[src/rtl/cache_set_assoc_pkg.sv]
// Shared definitions for the 2-way set-associative cache.
// Holds the controller state encoding and the default geometry
// (index, tag and data widths) used by the top level.
package cache_set_assoc_pkg;

    localparam int INDEX_W_DEFAULT = 3;
    localparam int TAG_W_DEFAULT   = 2;
    localparam int DATA_W_DEFAULT  = 16;

    // Controller states: accept, compare tags, evict a dirty victim,
    // fetch the missing word, then report completion.
    typedef enum logic [2:0] {
        ST_IDLE,
        ST_LOOKUP,
        ST_WRITEBACK,
        ST_REFILL,
        ST_RESP
    } state_e;

endpackage

[src/rtl/cache_set_assoc_mem.sv]
// mem_block: synchronous single-port RAM with a registered read port.
// Ports:
//   clk   - clock; the write and the read both happen on its rising edge
//   we    - write enable for the addressed word
//   addr  - word address, shared by the read and the write
//   wdata - write data
//   rdata - word read at the previous edge (read-before-write)
// The contents are not reset.
module mem_block #(
    parameter int WIDTH = 8,
    parameter int DEPTH = 8
) (
    input  logic                     clk,
    input  logic                     we,
    input  logic [$clog2(DEPTH)-1:0] addr,
    input  logic [WIDTH-1:0]         wdata,
    output logic [WIDTH-1:0]         rdata
);

    logic [WIDTH-1:0] mem_q [DEPTH];
    logic [WIDTH-1:0] rdata_q;

    // Storage array and output register; a write returns the old word.
    always_ff @(posedge clk) begin
        if (we) begin
            mem_q[addr] <= wdata;
        end
        rdata_q <= mem_q[addr];
    end

    assign rdata = rdata_q;

endmodule

[src/rtl/cache_set_assoc.sv]
// cache_set_assoc: 2-way set-associative, write-back, write-allocate cache.
// Each line holds one word.
// Ports:
//   clk, rst_n           - clock; synchronous active-low reset
//   cpu_req/we/addr/wdata - CPU request, accepted only while idle
//   cpu_rdata, cpu_done  - read data and its one-cycle completion pulse
//   cpu_busy             - high while a request is being serviced
//   hit                  - pulses with cpu_done when the access hit
//   mem_*                - backing-memory request/acknowledge handshake
// Each way has one mem_block holding {tag, data}. The valid, dirty and
// LRU bits are flops so that reset clears them.
module cache_set_assoc
    import cache_set_assoc_pkg::*;
#(
    parameter int INDEX_W = INDEX_W_DEFAULT,
    parameter int TAG_W   = TAG_W_DEFAULT,
    parameter int DATA_W  = DATA_W_DEFAULT
) (
    input  logic                     clk,
    input  logic                     rst_n,
    input  logic                     cpu_req,
    input  logic                     cpu_we,
    input  logic [TAG_W+INDEX_W-1:0] cpu_addr,
    input  logic [DATA_W-1:0]        cpu_wdata,
    output logic [DATA_W-1:0]        cpu_rdata,
    output logic                     cpu_done,
    output logic                     cpu_busy,
    output logic                     hit,
    output logic                     mem_req,
    output logic                     mem_we,
    output logic [TAG_W+INDEX_W-1:0] mem_addr,
    output logic [DATA_W-1:0]        mem_wdata,
    input  logic [DATA_W-1:0]        mem_rdata,
    input  logic                     mem_ack
);

    localparam int SETS   = 2 ** INDEX_W;
    localparam int ADDR_W = TAG_W + INDEX_W;
    localparam int LINE_W = TAG_W + DATA_W;

    state_e                 state_q, state_d;
    logic [ADDR_W-1:0]      addr_q, addr_d;
    logic                   we_q, we_d;
    logic [DATA_W-1:0]      wdata_q, wdata_d;
    logic                   victim_q, victim_d;
    logic [1:0][SETS-1:0]   valid_q, valid_d;
    logic [1:0][SETS-1:0]   dirty_q, dirty_d;
    logic [SETS-1:0]        lru_q, lru_d;
    logic                   done_q, done_d;
    logic                   hit_q, hit_d;
    logic [DATA_W-1:0]      rdata_q, rdata_d;

    logic [TAG_W-1:0]       tag_l;
    logic [INDEX_W-1:0]     idx_l;
    logic [INDEX_W-1:0]     ram_addr;
    logic [1:0]             ram_we;
    logic [LINE_W-1:0]      ram_wdata;
    logic [LINE_W-1:0]      ram_rdata [2];
    logic [TAG_W-1:0]       way_tag   [2];
    logic [DATA_W-1:0]      way_data  [2];
    logic [1:0]             way_hit;
    logic                   hit_way;
    logic                   victim_sel;

    assign tag_l = addr_q[ADDR_W-1:INDEX_W];
    assign idx_l = addr_q[INDEX_W-1:0];

    // One RAM per way. The RAM is read every cycle, so its output always
    // shows the set of the request being serviced.
    for (genvar w = 0; w < 2; w++) begin : g_way
        mem_block #(
            .WIDTH (LINE_W),
            .DEPTH (SETS)
        ) u_ram (
            .clk   (clk),
            .we    (ram_we[w]),
            .addr  (ram_addr),
            .wdata (ram_wdata),
            .rdata (ram_rdata[w])
        );
        assign way_tag[w]  = ram_rdata[w][LINE_W-1:DATA_W];
        assign way_data[w] = ram_rdata[w][DATA_W-1:0];
        assign way_hit[w]  = valid_q[w][idx_l] && (way_tag[w] == tag_l);
    end

    // Next-state and output logic. The LRU bit of a set names the way to
    // replace next. A write miss installs its word in RESP, which is
    // reached either directly or after the victim has been written back.
    always_comb begin
        state_d    = state_q;
        addr_d     = addr_q;
        we_d       = we_q;
        wdata_d    = wdata_q;
        victim_d   = victim_q;
        valid_d    = valid_q;
        dirty_d    = dirty_q;
        lru_d      = lru_q;
        done_d     = 1'b0;
        hit_d      = 1'b0;
        rdata_d    = rdata_q;
        ram_addr   = (state_q == ST_IDLE) ? cpu_addr[INDEX_W-1:0] : idx_l;
        ram_we     = 2'b00;
        ram_wdata  = '0;
        mem_req    = 1'b0;
        mem_we     = 1'b0;
        mem_addr   = '0;
        mem_wdata  = '0;
        hit_way    = way_hit[1];
        victim_sel = !valid_q[0][idx_l] ? 1'b0 :
                     !valid_q[1][idx_l] ? 1'b1 : lru_q[idx_l];

        case (state_q)
            ST_IDLE: begin
                if (cpu_req) begin
                    addr_d  = cpu_addr;
                    we_d    = cpu_we;
                    wdata_d = cpu_wdata;
                    state_d = ST_LOOKUP;
                end
            end
            ST_LOOKUP: begin
                if (|way_hit) begin
                    done_d         = 1'b1;
                    hit_d          = 1'b1;
                    lru_d[idx_l]   = ~hit_way;
                    state_d        = ST_IDLE;
                    if (we_q) begin
                        ram_we[hit_way]         = 1'b1;
                        ram_wdata               = {tag_l, wdata_q};
                        dirty_d[hit_way][idx_l] = 1'b1;
                    end else begin
                        rdata_d = way_data[hit_way];
                    end
                end else begin
                    victim_d = victim_sel;
                    if (valid_q[victim_sel][idx_l] && dirty_q[victim_sel][idx_l]) begin
                        state_d = ST_WRITEBACK;
                    end else begin
                        state_d = we_q ? ST_RESP : ST_REFILL;
                    end
                end
            end
            ST_WRITEBACK: begin
                mem_req   = 1'b1;
                mem_we    = 1'b1;
                mem_addr  = {way_tag[victim_q], idx_l};
                mem_wdata = way_data[victim_q];
                if (mem_ack) begin
                    state_d = we_q ? ST_RESP : ST_REFILL;
                end
            end
            ST_REFILL: begin
                mem_req  = 1'b1;
                mem_addr = {tag_l, idx_l};
                if (mem_ack) begin
                    ram_we[victim_q]         = 1'b1;
                    ram_wdata                = {tag_l, mem_rdata};
                    valid_d[victim_q][idx_l] = 1'b1;
                    dirty_d[victim_q][idx_l] = 1'b0;
                    rdata_d                  = mem_rdata;
                    state_d                  = ST_RESP;
                end
            end
            ST_RESP: begin
                done_d       = 1'b1;
                lru_d[idx_l] = ~victim_q;
                state_d      = ST_IDLE;
                if (we_q) begin
                    ram_we[victim_q]         = 1'b1;
                    ram_wdata                = {tag_l, wdata_q};
                    valid_d[victim_q][idx_l] = 1'b1;
                    dirty_d[victim_q][idx_l] = 1'b1;
                end
            end
            default: begin
                state_d = ST_IDLE;
            end
        endcase

        // An abandoned transaction must not leave a partially written line.
        if (!rst_n) begin
            ram_we = 2'b00;
        end
    end

    // State register and line status bits; reset clears every flop.
    always_ff @(posedge clk) begin
        if (!rst_n) begin
            state_q  <= ST_IDLE;
            addr_q   <= '0;
            we_q     <= 1'b0;
            wdata_q  <= '0;
            victim_q <= 1'b0;
            valid_q  <= '0;
            dirty_q  <= '0;
            lru_q    <= '0;
            done_q   <= 1'b0;
            hit_q    <= 1'b0;
            rdata_q  <= '0;
        end else begin
            state_q  <= state_d;
            addr_q   <= addr_d;
            we_q     <= we_d;
            wdata_q  <= wdata_d;
            victim_q <= victim_d;
            valid_q  <= valid_d;
            dirty_q  <= dirty_d;
            lru_q    <= lru_d;
            done_q   <= done_d;
            hit_q    <= hit_d;
            rdata_q  <= rdata_d;
        end
    end

    assign cpu_rdata = rdata_q;
    assign cpu_done  = done_q;
    assign hit       = hit_q;
    assign cpu_busy  = (state_q != ST_IDLE);

endmodule

[config.mk]
export PLATFORM = sky130hd
export DESIGN_NAME = cache_set_assoc
export DESIGN_NICKNAME = d
export VERILOG_FILES = /design/src/rtl/cache_set_assoc_pkg.sv /design/src/rtl/cache_set_assoc_mem.sv /design/src/rtl/cache_set_assoc.sv
export SDC_FILE = /design/constraint.sdc
export NUM_CORES = 1
export LEC_CHECK = 0
export ABC_AREA = 1
export CAP_MARGIN = 10
export CORE_ASPECT_RATIO = 1.75
export CORE_MARGIN = 2
export CORE_UTILIZATION = 55
export DETAILED_ROUTE_END_ITERATION = 12
export PLACE_DENSITY = 0.74
export SKIP_CTS_REPAIR_TIMING = 1
export SLEW_MARGIN = 20
export SYNTH_ARGS = -nofsm -noshare
export SYNTH_HDL_FRONTEND = slang
export SYNTH_SLANG_ARGS = --single-unit
[constraint.sdc]
create_clock -name clk -period 7.9 [get_ports clk]
set_input_delay 0.79 -clock clk [delete_from_list [all_inputs] [get_ports clk]]
set_output_delay 0.79 -clock clk [all_outputs]
set_load 0.05 [all_outputs]
After elaboration in Yosys (flattened, before gate mapping)
Memories as Yosys holds them, arrays and structs flattened. A register that Yosys moved wholly into a read port is not among the register bits.
Cells that the tools add are included.
W data, S select, Z words.
- memories kept: 2
- bits in writable memories: 288
- bits of input ports: 42
- output and inout port bits: 42
- bits in registers: 84
- word-level logic and storage cells: 148
- reduce and logical (&&, ||, !) cells: 22
- order comparisons: 9
- bitwise gates (word level): 10
- mux-type cells: 79
- equality and inequality tests: 13
- memories (name ; words ; width ; read ports ; clocked after Yosys merged registers in ; write ports ; line ; text):
    g_way[0].u_ram.mem_q ; 8 ; 18 ; 1 ; 1 ; 1 ; cache_set_assoc_mem.sv:20 ; logic [WIDTH-1:0] mem_q [DEPTH];
    g_way[1].u_ram.mem_q ; 8 ; 18 ; 1 ; 1 ; 1 ; cache_set_assoc_mem.sv:20 ;
- operators by type and width (operator ; number):
    $mux W16 ; 16
    $pmux W16 S2 ; 2
    $mux W8 ; 7
    $mux W18 ; 3
    $pmux W18 S3 ; 1
    $or A16 B16 Y16 ; 3
    $pmux W16 S3 ; 1
    $mux W3 ; 7
    $mux W1 ; 17
    $and A16 B16 Y16 ; 1
    $bwmux W8 ; 2
    $demux W8 S1 ; 2
    $mux W2 ; 8
    $not A16 Y16 ; 1
    $pmux W8 S2 ; 1
    $bmux W1 S3 ; 5
    $ne A2 B2 Y1 const B ; 7
    $pmux W3 S4 ; 1
    $pmux W5 S2 ; 1
    $reduce_and A2 Y1 ; 4
    $eq A3 B2 Y1 const B ; 2
    $logic_and A1 B1 Y1 ; 6
    $lt A1 B2 Y1 const B ; 3
    $pmux W2 S3 ; 1
    other kinds (19) ; 31

Depth between registers and ports, before layout
Gate-level depths: netlist of the first run.
- depth after elaboration: 13
- gate-level depth with buffers: 19

By module
Synthesis of the first run repeated with hierarchy kept, for this count alone.
- cells, all modules: 2049
- area, all modules: 18007.3 µm²
- modules (own cells, without submodules) (module ; times used ; area each (µm²) ; cells an instance):
    mem_block ; 2 ; 6507.5 ; 615
    cache_set_assoc ; 1 ; 4992.3 ; 819

Least setup slack after synthesis of the first run
Ideal clock, no wire load.
- path type: reg-to-output
- from: reg state_q[1]
- to: out mem_addr[3]
- required time: 7.110 ns
- path buffers: 0
- slack: 3.545 ns
- data arrival time: 3.565 ns
- stages on the path, launching flop included: 5
- cells stage by stage: dfxtp_1 > inv_1 > nor3_1 > clkinv_1 > o32ai_1
- word-level cells in the longest chain between the ends: 2
- RTL lines (item ; line ; text):
    start, declared ; cache_set_assoc.sv:41 ; state_e state_q, state_d;
    start signal, assigned ; cache_set_assoc.sv:201 ; state_q <= state_d;
    $eq A3 B2 Y1 ; cache_set_assoc.sv:112 ; case (state_q)
    $pmux W5 S2 (*) ; cache_set_assoc.sv:112 ;
    end, declared ; cache_set_assoc.sv:31 ; output logic [TAG_W+INDEX_W-1:0] mem_addr,
Every way passes the cells marked *; elsewhere a longest branch is shown, timed or not.

Worst setup path in the final report of the first run
- from: reg state_q[1]
- to: out mem_addr[1]
The elaborated chain is that of the path after synthesis.

==> results by stage, run 1 <==
Logic synthesis:
- The Yosys step of the flow raised 0 warnings.
- Synthesis produced a netlist whose cell count is 1,381.
- The predominant post-synthesis flop cell is edfxtp_1.
- The number of nets handed over by synthesis was 1,423.
- For this run, the register share of the synthesized area comes to 69.1%.
- The number of distinct library cell variants in the gate-level netlist after synthesis is 39.
- The synthesized design contains 408 register bits.
- The number of flops mapped to enable cells by yosys is 288.
- The mapped netlist covers 16,000 sq um.
- Averaged over all synthesized cells, the footprint is approximately 12 sq um.
- Counting flops with an async set or reset pin after synthesis yields a share of 0%.

STA:
- The max-slew violation count is 0.
- After routing, the total negative slack on setup checks comes to 0 ns.
- At the pin with the least slew margin, the transition time is 1.10 ns.
- The tightest slew margin relative to the limit is 26.8%.
- Hold is met by 0.455 ns.
- The worst path needs ~4.6 ns of the cycle, external delays included.
- Setup repair after global routing left no endpoint under its margin.
- Setup violations remaining at the end of the flow were counted as 0.
- The number of hold-slack violations in the final timing report came to 0.
- Timing would allow up to between 0.2 and 0.25 GHz.
- After layout, the worst path uses 58.6% of the clock period.
- Between clock sinks in the finished design, the worst skew comes to 0.0230 ns.

Global routing:
- After global routing the overflow that remains totals 0.
- The via count of the first global-routing pass came to 11,100.
- Across every metal layer, demand over resource in global routing totals 29.2%.
- The initial antenna violation count came to 1.
- The first global-routing pass estimated 66,400 um of wire.
- Entering global routing, the biggest net connects a little under 60 pins.

Clock network:
- TritonCTS built the clock tree.
- The number of buffers between clock root and the deepest sink is 3.
- The maximum level of the CTS H-tree is 2.
- Clock-pin slew was measured on the worst setup and hold paths at roughly 0.070 ns.
- The buffer cell driving the clock tree root is clkbuf_16.
- The clock latency on the worst-skew pair is 0.55 ns.
- The TritonCTS buffer count is 36.
- CTS saw 408 sinks.

Layout:
- The final design utilization is 64.2%.
- The final layout net count is 1,502.
- The count of filler cells inserted in the layout is 2,133.
- In the final layout, the share of cells above drive strength 1 is 9.14%.
- The synthesis-to-finish area growth is 14.9%.

Die:
- Measured along the x axis, the die boundary spans ~130 um.
- The number of top-level pins is 84.
- The chip height is approximately 230 um.
- The placeable core region is between 20,000 and 30,000 sq um.
- For this configuration, the core starts out at a cell density of a little under three fifths.
- The die covers 30,500 sq um.
- After floorplanning, the core was divided into 82 placement rows.

Flow run:
- Across the run, the number of max-cap violations was 0.

Power:
- Cell internal power was estimated by the tool at between 4 and 5 mW.
- The total power density per cell area is approximately 360 nW/um^2.
- The switching part of the total is between 30% and 40%.
- The leakage dissipation is 6.25 nW.
- The switching component of the power is 2.57 mW.
- VDD sags by at most about 200 uV.
- The share of total power in the clock network is about a quarter.
- Combinational logic is responsible for 35.6% of the overall power.
- The share of power burned in registers is 39.2%.

Worst setup path:
- At the worst endpoint, the required time is 7.11 ns.
- The critical path is of the register to output pin type.
- The data arrival time of the worst path is 3.84 ns.
- The biggest fanout along the worst timing path is 19.
- The kind of capture point of the worst setup path is an output pin.
- STA classifies the critical path startpoint as a register.

Routing:
- In the routed design, unresolved DRC markers number 0.
- The count of routing violations after the opening detailed-route iteration is around 1,300.
- The total iterations of the first detailed-routing run is 8.
- The via count is approximately 11,000.
- In the final routed layout, each cell accounts on average for 23.8 um.
- The routed design has between 40,000 and 50,000 um of wire.
- The number of antenna-violating nets in the routed design is 0.
- In the routed layout, each cell is associated on average with a via count of roughly 6.

Placed design:
- The number of buffers inserted by port buffering is 83.
- The global placer's final weighted congestion is around 0.9.
- The HPWL reported at the end of detailed placement is between 20,000 and 30,000 um.

Hold path:
- The class of the tightest hold or removal check is register to register.

Status:
- The run finished with clean final reports.
[kinds of logic after synthesis]
| logic type | after synthesis | share of synthesized area [%] |
|---|---|---|
| AOI/OAI and AO/OA | 362 | 14.0 |
| xor gates and xnor gates | 3 | 0.164 |
| buffers and inverters | 165 | 4.33 |
| DFF | 408 | 69.1 |
| and+or+nand+nor | 443 | 12.4 |
[final cells by class]
cell class | count | area (sq um) | share of cell area, %
sequential | 408 | 11100 | 60.2
clock inverter | 19 | 153 | 0.831
clock buffer | 47 | 972 | 5.29
antenna | 1 | 2.50 | 0.0136
multi-input combinational | 808 | 4340 | 23.6
timing repair buffer | 107 | 1010 | 5.48
inverter | 99 | 377 | 2.05
tap | 378 | 473 | 2.57
[path summary, 6_finish.rpt]
kind                                  from                         end  slack, ns  cells after the start
worst max-delay path            state_q[1]                 mem_addr[1]       3.27                      7
worst min-delay path            valid_q[2]                  valid_q[2]       0.45                      2
worst max register to register   addr_q[0]  g_way[1].u_ram.mem_q[7][6]       3.91                     14
worst min register to register  valid_q[2]                  valid_q[2]       0.45                      2
[power groups by stage]
stage	Sequential (mW)	Combinational [mW]	Clock [mW]
6_report	2.62	2.38	1.68
2_1_floorplan	2.74	1.41	0
4_1_cts	2.62	2.35	1.70
3_3_place_gp	2.66	2.30	0
5_1_grt	2.63	2.55	1.78
3_5_place_dp	2.66	2.33	0
[per-stage QoR]
| stage | area, sq um | setup slack, ns | power [mW] | std cells |
|---|---|---|---|---|
| floorplan | 16000 | 3.55 | 4.15 | 1381 |
| global placement | 17200 | 3.72 | 4.96 | 1800 |
| detailed placement | 17200 | 3.61 | 5.00 | 1800 |
| CTS | 18300 | 3.32 | 6.67 | 1866 |
| global route | 18400 | 3.13 | 6.97 | 1867 |
| finish | 18400 | 3.27 | 6.69 | 1867 |
[synth_stat cells (all sizes together), types with 16 or more instances]
cell,instances,area (sq um)
nand2,223,877
dfxtp,120,2400
edfxtp,288,8650
inv,96,365
a22oi,100,751
o21ai,97,500
a21oi,116,581
nand3,48,240
nor2,124,523
nand4,34,213
a221oi,16,140
clkbuf,36,135
buf,30,180
[flip-flops by register name, summed over array words and instances (netlist names)]
| signal | cells |
|---|---|
| valid_q | 16 |
| lru_q | 8 |
| state_q | 3 |
| dirty_q | 16 |
| addr_q | 5 |
| wdata_q | 16 |
| g_way.u_ram.mem_q | 288 |
| victim_q | 1 |
| cpu_rdata | 16 |
| g_way.u_ram.rdata | 36 |
| cpu_done | 1 |
| we_q | 1 |
| hit | 1 |
[critical path: stages, from the launching register on]
cell and delay (ns):
dfxtp_1 0.36, inv_1 0.10, nor3_1 0.47, clkinv_1 0.72
nand2_1 0.56, inv_1 0.14, nor2_1 0.11, clkdlybuf4s50_1 0.83
[layer usage]
layer / part of all wire (%) / track usage, %
met5: 0 / 0
met1: 34 / 33.3
met4: 6.9 / 17.4
met3: 7.7 / 4.63
met2: 51 / 51.4
[layout by cell type, fill, tap and decap left out, drive strengths merged]
cell type	netlist	routed
edfxtp	288	288
nand2	223	223
nor2	124	124
dfxtp	120	120
a21oi	116	116
a22oi	100	100
inv	96	98
o21ai	97	97
clkdlybuf4s50	0	82
nand3	48	48
clkbuf	36	47
nand4	34	34
buf	30	25
a221oi	16	16
clkinv	3	16
nor3	12	12
a22o	11	11
a211oi	8	8
a21boi	7	7
o32ai	3	3
o21bai	3	3
clkinvlp	0	3
xor2	2	2
diode	0	1
or2	1	1
xnor2	1	1
o21a	1	1
nand3b	1	1
bufinv	0	1
No activity file was read; power rests on OpenSTA's default activity.
==> run 2: changes to the inputs <==
- clock period: 7.9 -> 4.5 ns (I/O delays scaled with it)
==> results by stage, run 2 (same netlist as run 1, synthesis figures left out) <==
Clock network:
- The clock latency on the worst-skew pair was 0.55 ns (about the same).
- The TritonCTS clock tree is yes.
- The clock sink count is 408 (unchanged).
- The buffer cell driving the clock tree root is clkbuf_16.
- The number of buffers between clock root and the deepest sink is 3 (unchanged).
- The maximum level of the CTS H-tree is 2 (unchanged).
- The clock transition time at the flip-flop clock pins of the worst setup and hold paths is 0.06 ns (about the same).
- The TritonCTS buffer count came to 37 (+2.8%).

Status:
- The run finished with clean final reports.

Worst setup path:
- The worst setup path is of the register to output pin kind.
- The stage delay of the slowest cell on the critical path is 0.82 ns (about the same).
- The required time reported for the critical path endpoint is 4.05 ns (-3.06 ns).
- The data arrival time of the worst path is 3.56 ns (-0.28 ns).
- The worst setup path is captured at an output pin.
- The master of the slowest instance on the critical path is clkdlybuf4s50_1.
- The worst path buffer plus inverter count is 3 (-1).
- The startpoint of the worst setup timing path is state_q[2].
- The worst register-to-register path begins at addr_q[0].
- Traced cell by cell, the critical path runs through nor3_1 -> clkinv_1 -> nand2_1 -> inv_1 -> nor2_1 -> clkdlybuf4s50_1.
- Broken down by cell family, the worst path's largest delay share belongs to buffers and inverters.
- The biggest fanout along the worst timing path came to 9 (-10).
- The kind of start point of the critical path is a register.

Die:
- The die area came to 30,500 sq um (unchanged).
- The chip width was 133 um (unchanged).
- The standard-cell row count was 82 (unchanged).
- The chip height is 230 um (unchanged).
- The placeable core region is 28,600 sq um (unchanged).
- The starting density of the core came to 55.9% (unchanged).
- The number of top-level pins came to 84 (unchanged).

STA:
- Setup repair after global routing left no endpoint under its margin.
- The final setup skew is 0.0169 ns (-0.00613 ns).
- The number of hold-slack violations in the final timing report is 0 (unchanged).
- The hold slack is 0.448 ns (-0.00690 ns).
- The minimum clock period is 4.01 ns.
- The transition at the pin with the smallest max-transition slack was 1.01 ns (-0.0822 ns).
- The setup TNS was 0 ns (unchanged).
- Timing would allow up to 0.250 GHz.
- The tightest slew margin relative to the limit is 31.9% (+5.1 points).
- The count of final setup violators is 0 (unchanged).
- The period utilization is 89.1%.
- The max-slew violation count came to 0 (unchanged).

Layout:
- In the layout the commonest cells are 288 x edfxtp_1, 215 x nand2_1, 120 x dfxtp_1, 116 x a21oi_1, 102 x nor2_1.
- The largest register by flop count is g_way.u_ram.mem_q.
- The library cell used most frequently in the layout, excluding fill and tap cells, is edfxtp_1.
- The register area is 11,100 sq um (unchanged).
- The share of cells above drive strength 1 is 10.4% (+1.3 points).
- The number of flip-flops in the largest register is 288 (unchanged).
- The count of filler cells inserted in the layout was 2,096 (-1.7%).
- The final layout net count was 1,529 (+1.8%).
- The synthesis-to-finish area growth is 17.3%.
- The area taken by multi-input logic gates was 4300 sq um (-0.89%).

Routing:
- The number of remaining DRC errors is 0 (unchanged).
- The number of antenna-violating nets in the routed design is 0 (unchanged).
- The routed length per placed instance is 24.3 um (+2.1%).
- The count of routing violations after the opening detailed-route iteration came to 1,443 (+10%).
- The via count was 11,600 (+2.1%).
- The total length of routed wires was 46,000 um (+3.8%).
- The total iterations of the first detailed-routing run is 5 (-3).
- The detail-routed via count per cell is 6.10 (+0.48%).

Global routing:
- The global-route wire length before repair was 69,700 um (+4.9%).
- The via count of the first global-routing pass came to 11,500 (+3.9%).
- The total overflow reported by the global router is 0 (unchanged).
- The maximum number of pins on one net before global-route repair was 56 (-5.1%).
- The initial antenna violation count came to 2 (+1).
- The overall routing resource usage came to 30.8% (+1.6 points).

Power:
- The total power density per cell area was 650 nW/um^2 (+78%).
- The peak ir drop on the vdd network came to 470 uV (+140%).
- The leakage dissipation is 6.46 nW (+3.4%).

Placed design:
- The global placer's final weighted congestion is 0.948 (+2.2%).
- The number of buffers inserted by port buffering is 83 (unchanged).
- The HPWL reported at the end of detailed placement is 30,200 um (+2.3%).

Hold path:
- The path class of the tightest hold or removal check is register to register.
- In this run the most critical hold path is launched from wdata_q[2].

Flow run:
- The number of violations of the max-capacitance limit is 0 (unchanged).
[run 2: changes by cell type in the layout (fill, tap and decap cells not counted), sizes merged]
cell      before  now
clkbuf        47   55
clkinvlp       3    0
diode          1    3
clkinv        16    8
buf           25   51
bufinv         1    6
[run 2: worst reg2reg max path, stage by stage, from the launching register on]
cell and delay (ns):
dfxtp_1 0.81, inv_2 0.28, nand2_1 0.13, nand3_1 0.07, nand2_1 0.08, inv_1 0.05
nand2_2 0.13, nand2_4 0.09, inv_4 0.08, nor2_4 0.05, nand2_4 0.09, nand2_4 0.07
nor2_4 0.15, inv_1 0.33, o21ai_1 0.91
[run 2: metrics by stage]
stage	util [%]	total power, mW	worst slack [ns]	cell area [sq um]	instances
2_1_floorplan	-	7.29	0.485	16000	1381
3_3_place_gp	61.0	8.79	0.620	17500	1826
3_5_place_dp	61.0	8.83	0.797	17500	1826
4_1_cts	65.5	12.1	0.573	18800	1894
5_1_grt	65.5	12.7	0.451	18800	1896
6_report	65.5	12.2	0.492	18800	1897
[run 2: final cells by class]
| cell class | count | share of cell area [%] |
|---|---|---|
| Sequential cell | 408 | 58.9 |
| Multi-Input combinational cell | 808 | 22.9 |
| Timing Repair Buffer | 133 | 6.74 |
| Clock buffer | 55 | 5.62 |
| Tap cell | 378 | 2.52 |
| Inverter | 99 | 2.01 |
| Clock inverter | 13 | 1.27 |
| Antenna cell | 3 | 0.0400 |
[run 2: path summary, 6_finish.rpt]
kind | endpoint | depth (start not counted) | slack (ns)
hold reg to reg | wdata_q[2] | 2 | 0.45
hold / removal | wdata_q[2] | 2 | 0.45
setup / recovery | mem_addr[0] | 6 | 0.49
setup reg to reg | g_way[0].u_ram.mem_q[3][8] | 14 | 0.86
[run 2: layer usage]
| metal | global-route usage [%] | up-vias | wire, um |
|---|---|---|---|
| li1 | - | 5200 | - |
| met1 | 35.9 | 5572 | 16100 |
| met2 | 53.3 | 661 | 23700 |
| met3 | 5.44 | 148 | 3600 |
| met4 | 17.6 | 0 | 2630 |
| met5 | 0 | - | 0 |
[run 2: where the power goes]
group	switching [mW]	internal, mW	total, mW	leakage [nW]
combinational	3.05	1.25	4.30	2.33
sequential	0.175	4.39	4.56	3.50
clock	1.34	1.99	3.32	0.629
==> run 3: changes to the inputs <==
- SYNTH_HIERARCHICAL: unset -> 1
==> results by stage, run 3 <==
Logic synthesis:
- The number of flops mapped to enable cells by yosys was 288 (unchanged).
- By count the netlist is led by 751 x nand2_1, 288 x edfxtp_1, 269 x inv_1.
- The number of synthesized register bits came to 408 (unchanged).
- The proportion of register bits with asynchronous set or reset after synthesis is 0% (unchanged).
- The most instantiated library cell after synthesis is nand2_1.
- The top cell type by total area after synthesis is edfxtp_1.
- The mean cell area of the mapped netlist is 8.79 sq um (-24%).
- The most used flip-flop cell after synthesis is edfxtp_1.
- Sorting the synthesized cells by area gives the leading types as edfxtp_1 48%, nand2_1 16%, dfxtp_1 13%.
- The part of the Yosys area used for sequential elements is 61.4% (-7.8 points).
- The total standard cell area after synthesis is 18,000 sq um (+13%).
- The net count of the mapped netlist is 2,091 (+47%).
- The total of warnings raised by yosys was 6 (+6).
- The fraction of post-synthesis cell area in the top cell type by area came to 48.0% (-6.1 points).
- The number of distinct library cell variants in the gate-level netlist after synthesis is 32 (-18%).
- The number of instances in the synthesized netlist is 2,049 (+48%).

STA:
- The max-slew violation count is 0 (unchanged).
- The tightest slew margin relative to the limit was 36.5% (+4.6 points).
- The setup TNS is 0 ns (unchanged).
- Setup repair after global routing left no endpoint under its margin.
- The final setup skew was 0.0188 ns (+0.00188 ns).
- The minimum clock period is 3.88 ns (-0.125 ns).
- The transition at the pin with the smallest max-transition slack is 0.946 ns (-0.0688 ns).
- The count of final setup violators was 0 (unchanged).
- The period utilization is 86.3% (-2.8 points).
- The number of hold-slack violations in the final timing report is 0 (unchanged).
- The peak clock frequency supported by timing was 0.258 GHz (+3.2%).
- The hold slack is 0.463 ns (+0.0156 ns).
- The worst setup slack after layout was 0.617 ns (+0.125 ns).

Routing:
- The total iterations of the first detailed-routing run is 6 (+1).
- The count of routing violations after the opening detailed-route iteration was 1,018 (-29%).
- The number of antenna-violating nets in the routed design is 0 (unchanged).
- The number of remaining DRC errors came to 0 (unchanged).
- The total length of routed wires came to 48,600 um (+5.6%).
- The routed length per placed instance was 18.9 um (-22%).
- The via count was 13,800 (+19%).
- The detail-routed via count per cell is 5.37 (-12%).

Placed design:
- The global placer's final weighted congestion is 0.898 (-5.3%).
- The placement-stage worst setup slack came to 1.07 ns (+0.271 ns).
- The number of buffers inserted by port buffering is 83 (unchanged).
- The HPWL reported at the end of detailed placement is 32,800 um (+8.4%).
- The cell area after placement is 19,300 sq um (+11%).
- The number of cells in the design after placement is 2,500 (+37%).

Die:
- The starting density of the core was 55.9% (about the same).
- The chip width came to 141 um (+5.9%).
- The standard-cell row count is 87 (+6.1%).
- The number of top-level pins was 84 (unchanged).
- The placeable core region is 32,200 sq um (+13%).
- The chip height came to 243 um (+6.0%).
- The die area is 34,300 sq um (+12%).

Clock network:
- The clock sink count is 408 (unchanged).
- The TritonCTS buffer count was 36 (-2.7%).
- The buffer cell driving the clock tree root is clkbuf_16.
- The clock latency on the worst-skew pair is 0.54 ns (about the same).
- The maximum level of the CTS H-tree is 2 (unchanged).
- The number of buffers between clock root and the deepest sink is 3 (unchanged).
- The clock transition time at the flip-flop clock pins of the worst setup and hold paths came to 0.07 ns (about the same).
- TritonCTS built the clock tree.

Global routing:
- The initial antenna violation count was 3 (+1).
- The global-route wire length before repair is 73,800 um (+5.9%).
- The maximum number of pins on one net before global-route repair came to 65 (+16%).
- The overall routing resource usage is 28.4% (-2.4 points).
- The via count of the first global-routing pass was 13,100 (+13%).
- The total overflow reported by the global router came to 0 (unchanged).

Power:
- The leakage dissipation is 8.88 nW (+37%).
- The total power density per cell area is 580 nW/um^2 (-11%).
- The peak ir drop on the vdd network was 340 uV (-28%).

Hold path:
- The class of the tightest hold or removal check is register to register.

Worst setup path:
- The biggest fanout along the worst timing path came to 19 (+10).
- The kind of critical path is register to output pin.
- The worst setup path is captured at an output pin.
- The data arrival time of the worst path is 3.43 ns (-0.13 ns).
- The worst setup path is launched from a register.
- The required time reported for the critical path endpoint came to 4.05 ns (about the same).

Layout:
- The final layout net count came to 2,180 (+43%).
- The synthesis-to-finish area growth is 14.0%.
- The post-layout instance count excluding filler cells is 2,567 (+35%).
- The number of flip-flops in the largest register was 288 (unchanged).
- Leaving out fill and tap cells, the most frequent cells in the layout are 751 x nand2_1, 288 x edfxtp_1, 269 x inv_1, 164 x nor2_1, 120 x dfxtp_1.
- Leaving out fill and tap cells, the most frequent cell in the layout is nand2_1.
- The finished layout cell area was 20,500 sq um (+9.4%).
- The share of cells above drive strength 1 is 6.65% (-3.8 points).
- More flip-flops sit in one register than any other, and that register is g_way.u_ram/mem_q.

Status:
- The flow ran to the end, and the final reports show no timing, DRC or antenna violations.

Flow run:
- The number of violations of the max-capacitance limit is 0 (unchanged).
-- run 3: cell types whose count changed after synthesis, moves of 33 or more --
cell     before  now
a22oi_1     100    0
inv_1        84  269
nand2_1     215  751
nand3_1      48   96
nand4_1      34    1
nor2_1      118  164
-- run 3: metrics by stage --
stage	total power, mW	utilization, %
after floorplan	7.51	-
after global placement	8.72	60.0
after detailed placement	8.79	60.0
after CTS	11.9	63.7
after global routing	12.5	63.7
final	11.9	63.7
-- run 3: critical path, stage by stage, from the launching register on --
cell             delay, ns
dfxtp_1               0.35
inv_1                 0.05
nor2_1                0.20
inv_1                 0.17
nor2_1                0.20
clkinv_1              0.55
o32ai_1               0.51
clkdlybuf4s50_1       0.87
-- run 3: cell type report --
| type | count | area, sq um |
|---|---|---|
| diodes | 3 | 7.51 |
| well taps | 400 | 500 |
| clock buffers | 45 | 945 |
| multi-input cells | 1269 | 5440 |
| fillers | 2652 | 11700 |
| repair buffers | 142 | 1300 |
| flip-flops and latches | 408 | 11100 |
| inverters | 281 | 1060 |
| clock inverters | 19 | 235 |
-- run 3: kinds of logic after synthesis --
| kind of cell | after synthesis | share of synthesized area, % |
|---|---|---|
| XOR/XNOR | 4 | 0.195 |
| flip-flops | 408 | 61.4 |
| AO/OA/AOI/OAI | 229 | 6.84 |
| AND/OR/NAND/NOR | 1036 | 22.9 |
| buffers and inverters | 372 | 8.69 |
-- run 3: final timing paths --
path	slack (ns)	cells after the start	endpoint	start
worst min-delay path	0.46	2	lru_q[0]	lru_q[0]
worst max register to register	1.01	11	g_way[1].u_ram/mem_q[7][6]	addr_q[0]
worst min register to register	0.46	2	lru_q[0]	lru_q[0]
worst max-delay path	0.62	7	mem_addr[3]	state_q[1]
-- run 3: power breakdown --
part           internal [mW]  switching (mW)
Combinational           1.15            3.12
Clock                   1.79            1.34
Sequential              4.34           0.172
-- run 3: routing by layer --
metal  vias to the layer above  GRT usage [%]  share of wire [%]
met5                         -              0                  0
met4                         0           17.3                6.6
met2                       560           50.3                 50
met1                      6435           32.6                 36
li1                       6660              -                  -
met3                       142           3.54                6.7
